`src/rtl/serial_adder_pkg.sv`:
```
// serial_adder_pkg: shared types and helpers for the serial adder.
//   state_t   - controller state encoding (IDLE, RUN, DONE), 2 bits
//   cnt_width - width of the RUN-cycle counter for a given WIDTH/BITS_PER_CYCLE
package serial_adder_pkg;

    typedef enum logic [1:0] {
        IDLE = 2'd0,
        RUN  = 2'd1,
        DONE = 2'd2
    } state_t;

    // Counter width: $clog2(WIDTH/BITS_PER_CYCLE), never less than 1 bit.
    function automatic int unsigned cnt_width(input int unsigned width,
                                              input int unsigned bpc);
        int unsigned w;
        w = (bpc == 0) ? 0 : $clog2(width / bpc);
        return (w < 1) ? 1 : w;
    endfunction

endpackage

```
`src/rtl/serial_adder_fa_cell.sv`:
```
// fa_cell: gate-level 1-bit full adder.
// Ports:
//   i_a, i_b  - addend bits
//   i_cin     - carry in
//   o_sum     - sum bit
//   o_cout    - carry out
module fa_cell (
    input  logic i_a,
    input  logic i_b,
    input  logic i_cin,
    output logic o_sum,
    output logic o_cout
);

    logic w_axb;

    assign w_axb  = i_a ^ i_b;
    assign o_sum  = w_axb ^ i_cin;
    assign o_cout = (i_a & i_b) | (i_cin & w_axb);

endmodule

```
`src/rtl/serial_adder.sv`:
```
// serial_adder: multi-cycle adder, BITS_PER_CYCLE bits per cycle, LSB first,
// with valid/ready handshakes on the operand and result sides.
// Optional macro SERIAL_ADDER_SUB_EN adds a 'sub' input selecting a-b.
// Ports:
//   clk, rst             - clock, synchronous active-high reset
//   in_valid / in_ready  - operand handshake (a, b, c_in [, sub])
//   out_valid / out_ready- result handshake (sum, c_out, ovf)
//   sum                  - a+b+c_in mod 2^WIDTH
//   c_out                - carry out of bit WIDTH-1
//   ovf                  - signed overflow (carry into MSB ^ carry out of MSB)
module serial_adder
    import serial_adder_pkg::*;
#(
    parameter int unsigned WIDTH          = 8,
    parameter int unsigned BITS_PER_CYCLE = 1
) (
    input  logic             clk,
    input  logic             rst,
    input  logic             in_valid,
    output logic             in_ready,
    input  logic [WIDTH-1:0] a,
    input  logic [WIDTH-1:0] b,
    input  logic             c_in,
`ifdef SERIAL_ADDER_SUB_EN
    input  logic             sub,
`endif
    output logic             out_valid,
    input  logic             out_ready,
    output logic [WIDTH-1:0] sum,
    output logic             c_out,
    output logic             ovf
);

    localparam int unsigned BPC   = BITS_PER_CYCLE;
    localparam int unsigned N     = WIDTH / BPC;
    localparam int unsigned CNT_W = cnt_width(WIDTH, BPC);

    generate
        if ((WIDTH < 2) || (BPC == 0) || ((WIDTH % BPC) != 0)) begin : g_bad_param
            $error("serial_adder: WIDTH must be >= 2 and a multiple of BITS_PER_CYCLE");
        end
    endgenerate

    state_t             r_state;
    state_t             w_state_nxt;
    logic               r_in_ready;
    logic               r_out_valid;
    logic               w_in_ready_nxt;
    logic               w_out_valid_nxt;
    logic               w_load;
    logic               w_step;
    logic               w_last;

    logic [WIDTH-1:0]   r_a;
    logic [WIDTH-1:0]   r_b;
    logic [WIDTH-1:0]   r_acc;
    logic [WIDTH-1:0]   r_sum;
    logic               r_carry;
    logic               r_c_out;
    logic               r_ovf;
    logic [CNT_W-1:0]   r_cnt;

    logic [WIDTH-1:0]   w_b_in;
    logic               w_c_in;
    logic [BPC-1:0]     w_chain_sum;
    logic [BPC:0]       w_carry;
    logic [WIDTH-1:0]   w_acc_nxt;

    // Operand conditioning: subtraction is a + ~b + 1.
`ifdef SERIAL_ADDER_SUB_EN
    assign w_b_in = sub ? ~b : b;
    assign w_c_in = sub ? 1'b1 : c_in;
`else
    assign w_b_in = b;
    assign w_c_in = c_in;
`endif

    // Ripple chain of full-adder cells over the low BPC bits.
    assign w_carry[0] = r_carry;
    generate
        for (genvar gi = 0; gi < BPC; gi++) begin : g_cell
            fa_cell u_fa (
                .i_a   (r_a[gi]),
                .i_b   (r_b[gi]),
                .i_cin (w_carry[gi]),
                .o_sum (w_chain_sum[gi]),
                .o_cout(w_carry[gi+1])
            );
        end
    endgenerate

    // Chain result enters the accumulator at the MSB end.
    generate
        if (BPC == WIDTH) begin : g_acc_full
            assign w_acc_nxt = w_chain_sum;
        end else begin : g_acc_shift
            assign w_acc_nxt = {w_chain_sum, r_acc[WIDTH-1:BPC]};
        end
    endgenerate

    // Controller state register.
    always_ff @(posedge clk) begin
        if (rst) begin
            r_state     <= IDLE;
            r_in_ready  <= 1'b1;
            r_out_valid <= 1'b0;
        end else begin
            r_state     <= w_state_nxt;
            r_in_ready  <= w_in_ready_nxt;
            r_out_valid <= w_out_valid_nxt;
        end
    end

    // Next-state and registered-output decode.
    always_comb begin
        w_state_nxt = r_state;
        w_load      = 1'b0;
        w_step      = 1'b0;
        w_last      = (r_cnt == CNT_W'(N - 1));
        unique case (r_state)
            IDLE: begin
                if (in_valid && r_in_ready) begin
                    w_load      = 1'b1;
                    w_state_nxt = RUN;
                end
            end
            RUN: begin
                w_step = 1'b1;
                if (w_last) begin
                    w_state_nxt = DONE;
                end
            end
            DONE: begin
                if (r_out_valid && out_ready) begin
                    w_state_nxt = IDLE;
                end
            end
            default: w_state_nxt = IDLE;
        endcase
        w_in_ready_nxt  = (w_state_nxt == IDLE);
        w_out_valid_nxt = (w_state_nxt == DONE);
    end

    // Datapath: operand shift registers, carry flop, counter, result registers.
    always_ff @(posedge clk) begin
        if (rst) begin
            r_a     <= '0;
            r_b     <= '0;
            r_acc   <= '0;
            r_sum   <= '0;
            r_carry <= 1'b0;
            r_c_out <= 1'b0;
            r_ovf   <= 1'b0;
            r_cnt   <= '0;
        end else if (w_load) begin
            r_a     <= a;
            r_b     <= w_b_in;
            r_carry <= w_c_in;
            r_cnt   <= '0;
        end else if (w_step) begin
            r_a     <= r_a >> BPC;
            r_b     <= r_b >> BPC;
            r_acc   <= w_acc_nxt;
            r_carry <= w_carry[BPC];
            r_cnt   <= r_cnt + CNT_W'(1);
            // On the final cycle the top cell is the MSB, so its carry-in feeds ovf.
            if (w_last) begin
                r_sum   <= w_acc_nxt;
                r_c_out <= w_carry[BPC];
                r_ovf   <= w_carry[BPC] ^ w_carry[BPC-1];
            end
        end
    end

    assign in_ready  = r_in_ready;
    assign out_valid = r_out_valid;
    assign sum       = r_sum;
    assign c_out     = r_c_out;
    assign ovf       = r_ovf;

endmodule

```
`config.mk`:
```
export PLATFORM = sky130hd
export DESIGN_NAME = serial_adder
export DESIGN_NICKNAME = d
export VERILOG_FILES = /design/src/rtl/serial_adder_pkg.sv /design/src/rtl/serial_adder_fa_cell.sv /design/src/rtl/serial_adder.sv
export SDC_FILE = /design/constraint.sdc
export NUM_CORES = 1
export LEC_CHECK = 0
export CAP_MARGIN = 30
export CELL_PAD_IN_SITES_DETAIL_PLACEMENT = 2
export CELL_PAD_IN_SITES_GLOBAL_PLACEMENT = 2
export CORE_MARGIN = 2
export CORE_UTILIZATION = 38
export CTS_CLUSTER_DIAMETER = 40
export DETAILED_ROUTE_END_ITERATION = 8
export DONT_BUFFER_PORTS = 1
export GPL_TIMING_DRIVEN = 0
export PLACE_DENSITY = 0.82
export SLEW_MARGIN = 0
export SYNTH_ARGS = -nofsm -noshare
export SYNTH_HDL_FRONTEND = slang
export SYNTH_SLANG_ARGS = --single-unit
```
`constraint.sdc`:
```
create_clock -name clk -period 3 [get_ports clk]
set_input_delay 0.3 -clock clk [delete_from_list [all_inputs] [get_ports clk]]
set_output_delay 0.3 -clock clk [all_outputs]
set_load 0.01 [all_outputs]
```
# After elaboration in Yosys (flattened, before gate mapping)
# Index checks and enable logic that the tools add are counted.
# totals
reg_bits	42
output_inout_bits	12
# classes
add_sub_neg	1
eq_ne	4
n_mux	13
n_bitwise	7
reduce_logical	8
# op_table
operator	count
$mux W8	4
$mux W2	3
$pmux W2 S3	1
$mux W1	5
$eq A2 B2 Y1 const B	2
$logic_not A2 Y1	2
$add A3 B1 Y3 const B	1
$eq A3 B3 Y1 const B	1
$reduce_and A3 Y1	1
$xor A1 B1 Y1	3
$and A1 B1 Y1	2
$eq A2 B1 Y1 const B	1
$logic_and A1 B1 Y1	2
$reduce_and A2 Y1	1
$reduce_bool A2 Y1	1
$reduce_or A2 Y1	1
$not A1 Y1	1
$or A1 B1 Y1	1

# Logic depth before layout (Yosys ltp)
# logic_depth
word_depth	5
mapped_depth	6
depth_no_buf	5

# Cells and area by module
# Synthesis repeated with hierarchy kept, for this count alone.
# unflattened
hier_cells	193
hier_area_um2	1778.0
# by_module_without_submodules
module	n_inst	cells_per_inst	area_each_um2	seq_area_each_um2
serial_adder	1	192	1757.9	820.8
fa_cell	1	1	20.0	0.0

# Worst setup path before layout
# No wires, ideal clock.
# synth_path
kind	register -> register
start	register r_cnt[0]
end	register r_sum[1], in the netlist sum[1]
setup_time_ps	71
arrival_ps	1237
path_slack_ps	1692
stages_incl_launch_ff	7
period_less_slack_ps	1308
path_cell_list	dfxtp_1 ha_1 ha_1 nand3b_1 clkbuf_1 nand2_1 a21oi_1
# synth_via
elab_chain_cells	2
# synth_lines
item	line_no	source
start, declared	serial_adder.sv:61	logic [CNT_W-1:0] r_cnt;
start signal, assigned	serial_adder.sv:165	r_cnt <= r_cnt + CNT_W'(1);
$eq A3 B3 Y1	serial_adder.sv:119	w_last = (r_cnt == CNT_W'(N - 1));
$reduce_and A3 Y1 (no source line)	--	
end signal, assigned	serial_adder.sv:168	r_sum <= w_acc_nxt;
end, declared	serial_adder.sv:57	logic [WIDTH-1:0] r_sum;
# No other way between the ends.
# A chain may end at the register's enable or synchronous reset.

# Worst setup path after layout
# layout_path
start	register r_cnt[0]
end	register r_sum[2], in the netlist sum[2]
# Same word-level chain as after synthesis.

==> results.sh <==
export IMPL_outcome="finished clean"
export IMPL_die_width_um=69.7
export IMPL_ctsLongestPathBuffers=2
export IMPL_floorplan_die_area_sq_um=4860
export IMPL_fin_max_slew_vios=0
export IMPL_period_share_pct=56.6
export IMPL_final_layout_size_suffix_gt1_share_pct=9.50
export IMPL_core_area_sq_um=4090
export IMPL_post_cts_setup_buffers=0
export IMPL_crit_path_max_fanout=10
export IMPL_timing_hold_violations_final=0
export IMPL_ys_flop_type="sky130_fd_sc_hd__dfxtp_1"
export IMPL_timing_clock_skew_ps=4.67
export IMPL_r2r_start="r_cnt[0]"
export IMPL_biggest_area_consumer_among_synthesized_cells="sky130_fd_sc_hd__dfxtp_1"
export IMPL_unrepaired_setup_endpoints_after_global_routing="no"
export IMPL_area_of_the_multi_input_gates_sq_um=724
export IMPL_post_cts_resized=0
export IMPL_tritoncts_clock_tree="yes"
export IMPL_route_detailed_wl_per_inst_um=18.4
export IMPL_number_of_nets_with_antenna_violations_after_routing=0
export IMPL_worst_ir_drop_vdd_uv=285
export IMPL_placed_cells_incl_taps=243
export IMPL_grt_usage_pct=20.0
export IMPL_max_freq_ghz=0.589
export IMPL_synth_xor_xnor_area_share_pct=1.07
export IMPL_num_io_pins=33
export IMPL_yosys_area_share_simple_pct=19.5
export IMPL_grt_antenna_before_repair=0
export IMPL_crit_type="reg -> reg"
export IMPL_worst_hold_path_num_cells=2
export IMPL_global_route_wire_length_before_repair_um=7700
export IMPL_drt_iter0_drc=40
export IMPL_grt_ovfl_total=0
export IMPL_port_buffer_count=0
export IMPL_synth_compound_area_share_pct=19.6
export IMPL_post_synth_instance_area_sq_um=1640
export IMPL_ff2ff_setup_slack_ps=1300
export IMPL_ys_top_cells_by_count="47 x sky130_fd_sc_hd__nand2_1, 41 x sky130_fd_sc_hd__dfxtp_1, 34 x sky130_fd_sc_hd__a21oi_1, 13 x sky130_fd_sc_hd__nor2_1, 10 x sky130_fd_sc_hd__a211oi_1"
export IMPL_final_min_clock_period_ps=1700
export IMPL_worst_setup_path_start_kind="register"
export IMPL_synth_warning_count=0
export IMPL_initial_core_util_pct=40.2
export IMPL_timing_hold_worst_class="in -> reg"
export IMPL_fin_tns_setup_ps=0
export IMPL_setup_viol_count_final=0
export IMPL_route_detailed_drc=0
export IMPL_layout_filler_cells=460
export IMPL_detail_route_first_pass_iterations=4
export IMPL_synth_edf_count=0
export IMPL_clk_pin_slew_worst_paths_ps=70
export IMPL_ctsRootBufferMaster="sky130_fd_sc_hd__clkbuf_8"
export IMPL_p_leak_nw=0.617
export IMPL_antenna_cells_inserted=0
export IMPL_final_net_count=224
export IMPL_clock_sink_count=41
export IMPL_cts_htree_levels=2
export IMPL_holdCritStartpoint="a[7]"
export IMPL_clock_latency_on_the_worst_skew_pair_ps=280
export IMPL_avgViaCountPerCell=5.48
export IMPL_slew_headroom_pct=65.9
export IMPL_stdcell_count=250
export IMPL_wirelength_um=4590
export IMPL_globalplace_congestion=0.718
export IMPL_syn_instance_count=193
export IMPL_synth_top_cells_by_area="sky130_fd_sc_hd__dfxtp_1 50%, sky130_fd_sc_hd__nand2_1 11%, sky130_fd_sc_hd__a21oi_1 10%"
export IMPL_synth_yosys_seq_area_share_pct=50.0
export IMPL_power_density_cell_area_nw_per_um2=611
export IMPL_postSynth_asyncResetShare_pct=0
export IMPL_main_combinational_cell_family_by_area_after_synthesis="compound AO/OA/AOI/OAI gates"
export IMPL_postCtsHoldBufs=0
export IMPL_register_area_sq_um=821
export IMPL_postSynthNetCount=217
export IMPL_fp_dieH_um=69.7
export IMPL_pin_count_of_the_biggest_net_entering_global_routing=12
export IMPL_postSynthRegisterBits=41
export IMPL_synth_cell_type_count=28
export IMPL_areaGrowthSynthToFinish_pct=9.07
export IMPL_hpwl_um=3370
export IMPL_worst_r2r_cell_count=6
export IMPL_vias=1371
export IMPL_yosysMostFrequentCell="sky130_fd_sc_hd__nand2_1"
export IMPL_synth_fa_ha_area_share_pct=2.74
export IMPL_worstMarginPinSlew_ps=512
export IMPL_avgSynthCellArea_sq_um=8.51
export IMPL_cts_buffers_inserted=5
export IMPL_first_global_vias=1498
export IMPL_critical_path_endpoint_type="register"
export IMPL_placement_rows=23
export IMPL_synthMuxAreaShare_pct=1.22
export IMPL_r2r_end="sum[2]"
export IMPL_timing_max_cap_violations=0
export IMPL_timing_critical_path_arrival_ps=1910
export IMPL_timing_critical_path_required_ps=3210
export IMPL_synth_top_cell_area_share_pct=50.0
export IMPL_hold_end="r_a[7]"
area by class of cell:
type	instances	share of cell area (%)
Buffer	17	5.38
Clock buffer	7	4.82
Multi-Input combinational cell	135	40.5
Sequential cell	41	45.8
Tap cell	50	3.49
worst max path at each step:
stage | start | slack, ps | cells past startpoint | to
after detailed placement | r_cnt[0] | 1280 | 6 | sum[7]
after global routing | r_cnt[0] | 1160 | 6 | sum[5]
after global placement | r_cnt[0] | 1390 | 6 | sum[3]
after floorplan | r_cnt[0] | 1690 | 6 | sum[1]
after CTS | r_cnt[0] | 1250 | 6 | sum[7]
final | r_cnt[0] | 1300 | 6 | sum[2]
cells in the final DEF, fill, tap and decap left out, types with 2 or more instances in the layout:
master,n
sky130_fd_sc_hd__xnor2_1,2
sky130_fd_sc_hd__ha_1,2
sky130_fd_sc_hd__mux2i_1,2
sky130_fd_sc_hd__clkbuf_1,7
sky130_fd_sc_hd__a211oi_1,10
sky130_fd_sc_hd__a22oi_1,4
sky130_fd_sc_hd__nor2_1,13
sky130_fd_sc_hd__buf_4,4
sky130_fd_sc_hd__a21oi_1,34
sky130_fd_sc_hd__dfxtp_1,41
sky130_fd_sc_hd__nand3_1,6
sky130_fd_sc_hd__nand2_1,47
sky130_fd_sc_hd__nor3_1,3
sky130_fd_sc_hd__clkbuf_8,6
sky130_fd_sc_hd__buf_2,5
cell families (layout without fill, tap and decap cells):
group,count (synthesis),in the layout
xor+xnor,2,2
compound gates,53,53
flops,41,41
fa+ha+maj,3,3
mux,2,2
buf+inv,17,24
simple gates,75,75
where the power goes:
part	switching, mW	internal, mW
registers	0.0238	0.574
clock network	0.173	0.182
logic	0.0858	0.0550
total	0.283	0.811
through the flow:
step                power [mW]  util [%]  worst slack (ps)  hold slack (ps)  instance area (sq um)
finish                    1.09      43.8              1300              159                   1790
global route              1.15      43.8              1160              151                   1790
CTS                       1.11      43.8              1250              149                   1790
detailed placement       0.751      41.7              1280              457                   1700
global placement         0.736      41.7              1390              442                   1700
floorplan                0.708         -              1690              432                   1640
registers in the layout, summed over array words and instances (netlist names):
| name | flops |
|---|---|
| c_out | 1 |
| sum | 8 |
| r_acc | 7 |
| r_carry | 1 |
| in_ready | 1 |
| r_state | 2 |
| r_b | 8 |
| r_a | 8 |
| ovf | 1 |
| out_valid | 1 |
| r_cnt | 3 |
per-layer routing:
metal	part of all wire, %	vias up	wire length [um]	global-route usage [%]
met5	0	-	0	0
met4	0.96	0	44	6.41
met3	3.0	5	136	4.36
met2	50	26	2310	34.7
met1	46	671	2110	24.7
li1	-	669	-	-
critical path, cell delays in order (launching register included):
cell                       delay, ps
sky130_fd_sc_hd__dfxtp_1         320
sky130_fd_sc_hd__ha_1            200
sky130_fd_sc_hd__ha_1            230
sky130_fd_sc_hd__nand3b_1        160
sky130_fd_sc_hd__clkbuf_1        430
sky130_fd_sc_hd__nand2_1         120
sky130_fd_sc_hd__a21oi_1         160
(Power assumes the default switching activity.)
